<file path="config.mk">
export PLATFORM = sky130hd
export DESIGN_NAME = instr_mem_sync
export DESIGN_NICKNAME = d
export VERILOG_FILES = /design/src/rtl/rv_pkg.sv /design/src/rtl/imem_array.sv /design/src/rtl/instr_mem_sync.sv
export SDC_FILE = /design/constraint.sdc
export NUM_CORES = 2
export LEC_CHECK = 0
export BUFFER_PORTS_ARGS = -buffer_cell sky130_fd_sc_hd__buf_2
export CAP_MARGIN = 10
export CORE_MARGIN = 2
export CORE_UTILIZATION = 63
export CTS_BUF_LIST = sky130_fd_sc_hd__clkbuf_16
export DETAILED_ROUTE_END_ITERATION = 6
export PLACE_DENSITY = 0.79
export SLEW_MARGIN = 10
export SYNTH_ARGS = -nofsm -noshare
export SYNTH_HDL_FRONTEND = slang
export SYNTH_SLANG_ARGS = --single-unit
</file>
<file path="constraint.sdc">
create_clock -name clk -period 5.4 [get_ports clk]
set_input_delay 1.08 -clock clk [delete_from_list [all_inputs] [get_ports clk]]
set_output_delay 1.08 -clock clk [all_outputs]
set_load 0.02 [all_outputs]
</file>
<file path="src/rtl/rv_pkg.sv">
// Shared types and constants for the RISC-V pipeline instruction memory.
// Holds the fill/bubble encodings, the FSM state type and the index-width helper.
package rv_pkg;

  localparam int          XLEN      = 32;
  localparam logic [31:0] NOP_INSTR = 32'h0000_0013;
  localparam logic [31:0] BUBBLE_PC = 32'hFFFF_FFFC;

  typedef enum logic {
    BOOT = 1'b0,
    RUN  = 1'b1
  } imem_state_t;

  // Word-index width for a memory of the given depth (never zero).
  function automatic int idx_w(input int depth);
    return (depth <= 1) ? 1 : $clog2(depth);
  endfunction

endpackage

</file>
<file path="src/rtl/imem_array.sv">
// DEPTH x XLEN instruction storage: one synchronous write port and one
// synchronous read-first read port. Contents are not reset.
module imem_array #(
  parameter int XLEN  = 32,
  parameter int DEPTH = 128,
  parameter int IDX_W = 7
) (
  input  logic             clk,
  input  logic             we,
  input  logic [IDX_W-1:0] waddr,
  input  logic [XLEN-1:0]  wdata,
  input  logic             re,
  input  logic [IDX_W-1:0] raddr,
  output logic [XLEN-1:0]  rdata
);

  logic [XLEN-1:0] mem [DEPTH];

  // Both ports update with non-blocking assignments, so a same-word
  // read and write in one cycle returns the old word.
  always_ff @(posedge clk) begin
    if (we) mem[waddr] <= wdata;
    if (re) rdata <= mem[raddr];
  end

endmodule

</file>
<file path="src/rtl/instr_mem_sync.sv">
// Synchronous instruction memory for the IF stage: NOP boot fill, runtime
// program load, one-cycle registered fetch with flush and fault reporting.
module instr_mem_sync
  import rv_pkg::*;
#(
  parameter int              XLEN      = rv_pkg::XLEN,
  parameter int              DEPTH     = 128,
  parameter logic [XLEN-1:0] NOP       = rv_pkg::NOP_INSTR,
  parameter logic [XLEN-1:0] BUBBLE_PC = rv_pkg::BUBBLE_PC
) (
  input  logic            clk,
  input  logic            reset,
  input  logic            req_valid,
  output logic            req_ready,
  input  logic [XLEN-1:0] req_addr,
  output logic            resp_valid,
  input  logic            resp_ready,
  output logic [XLEN-1:0] resp_instr,
  output logic            resp_fault,
  input  logic            flush,
  input  logic            load_en,
  input  logic [XLEN-1:0] load_addr,
  input  logic [XLEN-1:0] load_data,
  output logic            busy,
  output imem_state_t     dbg_state
);

  localparam int IDX_W = idx_w(DEPTH);

  imem_state_t      state, state_nxt;
  logic [IDX_W-1:0] cnt;

  logic             req_bubble, req_misal, req_oor, req_hit, req_flt;
  logic             load_ok, accept;
  logic             mem_we, mem_re, use_mem;
  logic [IDX_W-1:0] mem_waddr;
  logic [XLEN-1:0]  mem_wdata, mem_rdata;

  assign dbg_state = state;

  always_ff @(posedge clk or posedge reset) begin
    if (reset) state <= BOOT;
    else       state <= state_nxt;
  end

  always_comb begin
    state_nxt = state;
    case (state)
      BOOT:    if (cnt == IDX_W'(DEPTH - 1)) state_nxt = RUN;
      RUN:     state_nxt = RUN;
      default: state_nxt = BOOT;
    endcase
  end

  // Handshakes: a transfer happens on an edge where valid && ready are both
  // high. With a single output register, a request is only taken when the
  // held response is empty or is being consumed in the same cycle.
  always_comb begin
    busy      = (state == BOOT);
    req_ready = (state == RUN) && (!resp_valid || resp_ready);
  end

  always_ff @(posedge clk or posedge reset) begin
    if (reset)              cnt <= '0;
    else if (state == BOOT) cnt <= cnt + 1'b1;
  end

  // Out-of-range is taken from all upper address bits, so no index wraps.
  assign req_bubble = (req_addr == BUBBLE_PC);
  assign req_misal  = (req_addr[1:0] != 2'b00);
  assign req_oor    = |req_addr[XLEN-1:IDX_W+2];
  assign req_flt    = !req_bubble && (req_misal || req_oor);
  assign req_hit    = !req_bubble && !req_misal && !req_oor;

  assign load_ok = (state == RUN) && load_en && (load_addr[1:0] == 2'b00)
                   && !(|load_addr[XLEN-1:IDX_W+2]);
  assign accept  = req_valid && req_ready;

  assign mem_we    = (state == BOOT) || load_ok;
  assign mem_waddr = (state == BOOT) ? cnt : load_addr[IDX_W+1:2];
  assign mem_wdata = (state == BOOT) ? NOP : load_data;
  assign mem_re    = accept && !flush && req_hit;

  imem_array #(
    .XLEN  (XLEN),
    .DEPTH (DEPTH),
    .IDX_W (IDX_W)
  ) u_array (
    .clk   (clk),
    .we    (mem_we),
    .waddr (mem_waddr),
    .wdata (mem_wdata),
    .re    (mem_re),
    .raddr (req_addr[IDX_W+1:2]),
    .rdata (mem_rdata)
  );

  // use_mem selects the array word; otherwise the response reads as NOP.
  // Flush wins over an acceptance in the same cycle.
  always_ff @(posedge clk or posedge reset) begin
    if (reset) begin
      resp_valid <= 1'b0;
      resp_fault <= 1'b0;
      use_mem    <= 1'b0;
    end else if (flush) begin
      resp_valid <= 1'b0;
      resp_fault <= 1'b0;
      use_mem    <= 1'b0;
    end else if (accept) begin
      resp_valid <= 1'b1;
      resp_fault <= req_flt;
      use_mem    <= req_hit;
    end else if (resp_ready) begin
      resp_valid <= 1'b0;
    end
  end

  assign resp_instr = use_mem ? mem_rdata : NOP;

endmodule

</file>
* Yosys cells after proc, flatten, opt, wreduce, memory -nomap -nowiden
Memories as Yosys holds them, arrays and structs flattened. A register that Yosys moved wholly into a read port is not among the register bits.
Index checks and enable logic that the tools add are counted.
** Operators by class
- Add/subtract/negate cells :: 1
- Equality and inequality tests :: 2
- Mux-type cells :: 14
- Bitwise logic cells :: 1
- Reductions and logical operators :: 25
** Operator list (count)
- $mux W32 :: 2
- $reduce_or A23 Y1 :: 2
- $eq A32 B32 Y1 const B :: 1
- $logic_and A1 B1 Y1 :: 10
- $mux W1 :: 10
- $add A7 B1 Y7 const B :: 1
- $eq A7 B7 Y1 const B :: 1
- $mux W7 :: 1
- $logic_not A1 Y1 :: 6
- $reduce_bool A2 Y1 :: 2
- $logic_or A1 B1 Y1 :: 3
- $reduce_bool A3 Y1 :: 1
- $logic_not A2 Y1 :: 1
- $pmux W1 S2 :: 1
- $not A1 Y1 :: 1
** Word-level totals
- Register bits :: 11
- Bits in writable memories :: 4096
- Bits of input ports :: 102
- Output and inout port bits :: 37
- Logic and storage cells :: 49
- Memories kept :: 1
** Memory list
- u_array.mem :: words 128, width 32, read ports 1, clocked after memory_dff 1, write ports 1, line imem_array.sv:17 : logic [XLEN-1:0] mem [DEPTH];

* Depth between registers and ports, before layout
- Depth in word-level cells :: 6
- Gate-level depth with buffers :: 11
- Gate-level depth less buffers :: 5

* By module
A second synthesis with hierarchy kept.
** Second synthesis, totals
- Cells, all modules :: 6141
- Area total of the unflattened synthesis :: 157760.1 µm²
** Modules (own cells, without submodules)
- imem_array :: instances 1, cells each 5990, area each 156596.4 µm², seq. area each 123958.9 µm²
- instr_mem_sync :: instances 1, cells each 151, area each 1163.6 µm², seq. area each 275.3 µm²

* Worst setup path before layout
OpenSTA, ideal clock, no wires.
- Path kind :: in2reg
- From :: input port req_addr[15]
- To :: register u_array.rdata[0], read port of u_array.mem (enable)
- Setup time :: 0.461 ns
- Data arrival time :: 3.895 ns
- Required time :: 4.939 ns
- Setup slack :: 1.043 ns
- Stages on the path :: 4
- Buffers on the path :: 0
- Cell sequence :: nor4_1 and4_1 nand4_1 nor3_1
** Between the ends
- Cells in the longest elaborated chain, start to end :: 5
** RTL lines
- start, declared :: line instr_mem_sync.sv:15 : input logic [XLEN-1:0] req_addr,
- $eq A32 B32 Y1 :: line instr_mem_sync.sv:69 : assign req_bubble = (req_addr == BUBBLE_PC);
- $logic_not A1 Y1 :: line instr_mem_sync.sv:73 : assign req_hit = !req_bubble && !req_misal && !req_oor;
- $logic_and A1 B1 Y1 :: line instr_mem_sync.sv:73
- $logic_and A1 B1 Y1 * :: line instr_mem_sync.sv:73
- $logic_and A1 B1 Y1 * :: line instr_mem_sync.sv:82 : assign mem_re = accept && !flush && req_hit;
- net mem_re :: line instr_mem_sync.sv:35 : logic mem_we, mem_re, use_mem;
- end, declared :: line imem_array.sv:14 : output logic [XLEN-1:0] rdata
Mark *: on every way through the listed nets, which the timed path passes. The rest lies on a longest branch.
A chain may end at the register's enable or synchronous reset.

* Worst setup path in the final report
- From :: input port req_addr[4]
- To :: register u_array.rdata[4], read port of u_array.mem (data pin)
** Between the ends
- Cells in the longest elaborated chain, start to end :: 5
** RTL lines (line)
- $eq A32 B32 Y1 :: instr_mem_sync.sv:69
- $logic_not A1 Y1 :: instr_mem_sync.sv:73
- $logic_and A1 B1 Y1 (2 in series) :: instr_mem_sync.sv:73
- $logic_and A1 B1 Y1 :: instr_mem_sync.sv:82
Parallel ways exist; a longest one is shown, timed or not.

==> impl.org <==
** Status
- The flow ran to the end, but the final reports show violations.
- Failing checks :: design-rule violations

** Power and ir drop
- Static Leakage :: 0.0493 µW
- Net switching fraction of the power :: 20.8%
- Fraction of power consumed by sequential logic :: roughly 54%
- The internal power of the cells totals 51400 µW.
- Comb power frac :: 3.2%
- Largest vdd supply drop :: between 0.3 and 0.4 mV
- Clock network fraction of total power :: 43.2%
- For this design the ratio of total power to cell area is around 360 nW/µm².
- Switch Pwr :: 13500 µW

** Timing
- Unrepaired setup endpoints after global routing :: no
- The smallest clock period supported by the final layout is computed as 4280 ps.
- The number of pins exceeding their max-slew limit in the final report came to 0.
- Final-report hold violation count :: 0
- Top achievable clock speed :: 0.234 GHz
- In the final timing run, aggregate negative setup slack is 0 ps.
- At the pin with the least slew margin, the transition time is 1410 ps.
- Measured against its own limit, the worst slew margin works out to around 5.5%.
- In the finished design, the share of the clock period the worst path needs comes to 79.3%.
- The clock arrives with 130 ps of skew.
- Setup violations remaining at the end of the flow were counted as 0.

** Drt
- In this run, the number of DRC markers left after iteration 0 of detailed routing was 16300.
- First-pass iteration count of the detailed router :: 7
- After detailed routing, the number of remaining DRC violations is 2.
- For this block, the via count after detailed routing is 86500.
- Wire length reported by the detailed router :: roughly 470000 µm
- Number of vias per cell :: 7.46
- Average wire length per cell after detail routing :: around 41 µm
- Once detail routing completed, the nets flagged for antenna violations numbered 0.

** Floorplanning
- Std-Cell Core Area :: about 250000 µm²
- Starting density of the core :: 63.5%
- The floorplan step defined a die boundary enclosing 258000 µm².
- Width of the die :: 508 µm
- The floorplan has between 150 and 200 rows.
- The die is 508 µm tall.
- roughly 140 I/O pins were placed.

** Clock network
- After clock tree synthesis, the setup repair step added 0 buffers.
- Number of buffers inserted for hold repair after clock tree synthesis :: 0
- In this run, post-CTS repair resized a total of 0 instances.
- The clock passes through at most 4 buffers.
- Clock latency on the worst-skew pair, taken at its later pin, is between 1000 and 1500 ps.
- After clock tree synthesis, the clock-pin slew on the worst setup and hold paths is 60 ps.
- Number of clock sinks seen by CTS :: just over 4000
- Number of buffers created by CTS :: a little over 400
- In this run the number of H-tree levels came out at 5.
- The tree is rooted in a sky130_fd_sc_hd__clkbuf_16.
- CTS tree :: yes

** Worst setup path
- Data required, critical path :: 6170 ps
- The critical path goes through buf_8 -> buf_4 -> mux4_2 -> a22o_1 -> a2111oi_1 -> a211o_1 -> a22oi_1.
- The slowest stage of the critical path is the sky130_fd_sc_hd__a2111oi_1 cell.
- Worst-path fanout max :: 69
- Worst setup SP type :: input pin
- At the worst endpoint, the arrival time is 5050 ps.
- Crit path largest cell delay :: around 900 ps
- The worst register-to-register path has a depth of 6.
- STA classifies the critical path endpoint as a flop.
- The worst register-to-register path has a setup slack of 1140 ps.
- Worst flop-to-flop path startpoint :: dbg_state$_DFF_PP0_
- Category of the critical setup timing path :: input pin to flop
- The worst register-to-register path ends at u_array.mem[65][31]$_DFFE_PP_.

** Global route
- GRT Util Overall :: 37.0%
- The first global-routing pass estimated between 600000 and 700000 µm of wire.
- For this run the aggregate overflow at the end of global routing stands at 0.
- Antenna violations before repair :: between 70 and 80
- Maximum number of pins on one net before global-route repair :: 114
- The via count of the first global-routing pass was 84000.

** Logic synthesis
- The cell count after synthesis came out at 7322.
- Number of flops mapped to enable cells by yosys :: around 4100
- Arithmetic-cell share of the synthesized area counting full adders, half adders and majority gates :: 0.00783%
- During synthesis, Yosys emitted a total of 0 warnings.
- Compound-Gate Fraction of Synth Area :: 2.84%
- Measured against the total synthesized area, the mux share comes to 15.8%.
- Sequential area share after synthesis :: 77.7%
- After Yosys synthesis, XOR and XNOR cells account for 0.0329% of the synthesized area.
- Simple-Gate Fraction of Synth Area :: 1.90%
- A synthesized cell averages 21.8 µm².
- In this run the cell area of the synthesized design comes to 160000 µm².
- Synthesis produced a netlist with a net count of 7425.
- For this run, asynchronously set or reset flops after synthesis account for 0.266%.
- Top flip-flop cell by instance count after synthesis :: sky130_fd_sc_hd__edfxtp_1
- Combinational family with the most area after synthesis :: multiplexers
- Flops & latches, synth :: 4139
- In this run, distinct cell masters in the synthesized netlist total 72.

** Layout
- In the layout the commonest cells are 4128 x sky130_fd_sc_hd__edfxtp_1, 824 x sky130_fd_sc_hd__mux4_2, 562 x sky130_fd_sc_hd__mux2i_1, 408 x sky130_fd_sc_hd__clkbuf_16, 388 x sky130_fd_sc_hd__buf_4.
- Area of all placed cells without fillers :: 180000 µm²
- Of the cells placed in the final design, the portion with a size suffix greater than 1 is between 20% and 30%.
- Final #Nets :: 7999
- The library cell used most frequently in the layout, excluding fill and tap cells, is sky130_fd_sc_hd__edfxtp_1.
- From synthesis to final layout, the design area changed by 12.8%.

** Placed design
- # port buffers :: 138
- Placed Instance Area :: 167000 µm²
- The HPWL after detailed placement is 267000 µm.
- Global placer's final weighted congestion :: between 1 and 1.5

** Min path
- The path class of the tightest hold or removal check is input pin to asynchronous set/reset pin.

** Job
- The tool flagged a number of max-cap violations equal to 0.
==> layer usage <==
metal,wire [µm],global-route usage (%),up-vias
li1,-,-,32000
met1,148000,47.0,43900
met2,217000,54.9,8698
met3,69200,11.7,1858
met4,39800,26.2,48
met5,416,0,-
==> logic make-up (layout without fill, tap and decap cells) <==
logic type	count (synthesis)	after routing
other	0	39
muxes	1471	1471
and+or+nand+nor	656	656
xor gates and xnor gates	6	6
AOI/OAI and AO/OA	626	626
adders and majority gates	1	1
DFF	4139	4139
buffers and inverters	423	1307
==> synth_stat cells, drive strengths merged, types with 3 or more instances <==
master   number  area, µm²
edfxtp     4128     124000
mux4        828      18700
mux2i       563       5640
buf         301       2290
nor2        225        847
nand2       205        772
a22oi       133        998
clkbuf      112        433
a21oi       106        531
o22ai        84        526
mux2         80        901
and2         63        394
o221ai       48        420
nand3        47        235
nor4         38        244
o21ai        36        180
a221oi       33        289
a22o         25        219
nor2b        24        150
a2111oi      21        184
a31o         21        184
a31oi        18        113
a211oi       17        128
a221o        14        140
a32oi        12        105
dfrtp        11        275
a211o        10       87.6
a311o        10        100
nand2b       10       62.6
nand4        10       62.6
inv           8       30.0
nor4b         8       70.1
o211ai        7       52.6
a32o          5       50.1
nor3          5       25.0
o311ai        5       43.8
xnor2         5       43.8
a311oi        4       35.0
and3          4       25.0
o32a          4       40.0
o221a         3       33.8
o31ai         3       22.5
o32ai         3       26.3
or2           3       18.8
==> stage by stage <==
step                      hold slack (ps)  total power (µW)  util [%]  cells  setup WS, ps
after floorplan                       484             36600         -   7322          1040
after CTS                             215             64800      71.6  11600          1250
after global routing                  155             66000      71.6  11600          1150
after global placement                505             37400      66.4  10800           239
final                                 169             64900      71.6  11600          1120
after detailed placement              520             37400      66.4  10800           200
==> how the worst max path moves through the flow <==
stage	to	startpoint	slack (ps)	depth (start not counted)
3_5_place_dp	u_array.rdata[4]$_DFFE_PP_	req_addr[4]	200	7
3_3_place_gp	u_array.rdata[4]$_DFFE_PP_	req_addr[4]	240	7
4_1_cts	u_array.rdata[4]$_DFFE_PP_	req_addr[4]	1250	7
2_1_floorplan	u_array.rdata[0]$_DFFE_PP_	req_addr[15]	1040	4
6_report	u_array.rdata[4]$_DFFE_PP_	req_addr[4]	1120	7
5_1_grt	u_array.rdata[4]$_DFFE_PP_	req_addr[4]	1150	7
==> worst max-delay path: cells and delay by family <==
kind / cells / cell delay (ps)
AOI/OAI and AO/OA: 4 / 2200
buffers and inverters: 2 / 1120
muxes: 1 / 400
==> cell type report <==
type                            count  area [µm²]
Antenna cell                       39        97.6
Tap cell                         3348        4190
Timing Repair Buffer              579        4700
Clock inverter                    310        2750
Clock buffer                      408       10200
Inverter                           10        42.5
Fill cell                       13400       71500
Sequential cell                  4139      124000
Multi-Input combinational cell   2760       34100
==> power groups by stage <==
stage / combinational [µW] / sequential, µW / clock, µW
final: 2100 / 34800 / 28000
after global routing: 2110 / 34800 / 29100
after CTS: 2000 / 34800 / 28000
after global placement: 1960 / 35500 / 0
after detailed placement: 1970 / 35500 / 0
after floorplan: 1150 / 35500 / 0
==> state kept, by name (all words and copies together) (netlist names) <==
register / flops
cnt: 7
dbg_state: 1
resp_fault: 1
resp_valid: 1
u_array.mem: 4096
u_array.rdata: 32
use_mem: 1
Note: power is estimated with default switching activity, not from simulation.
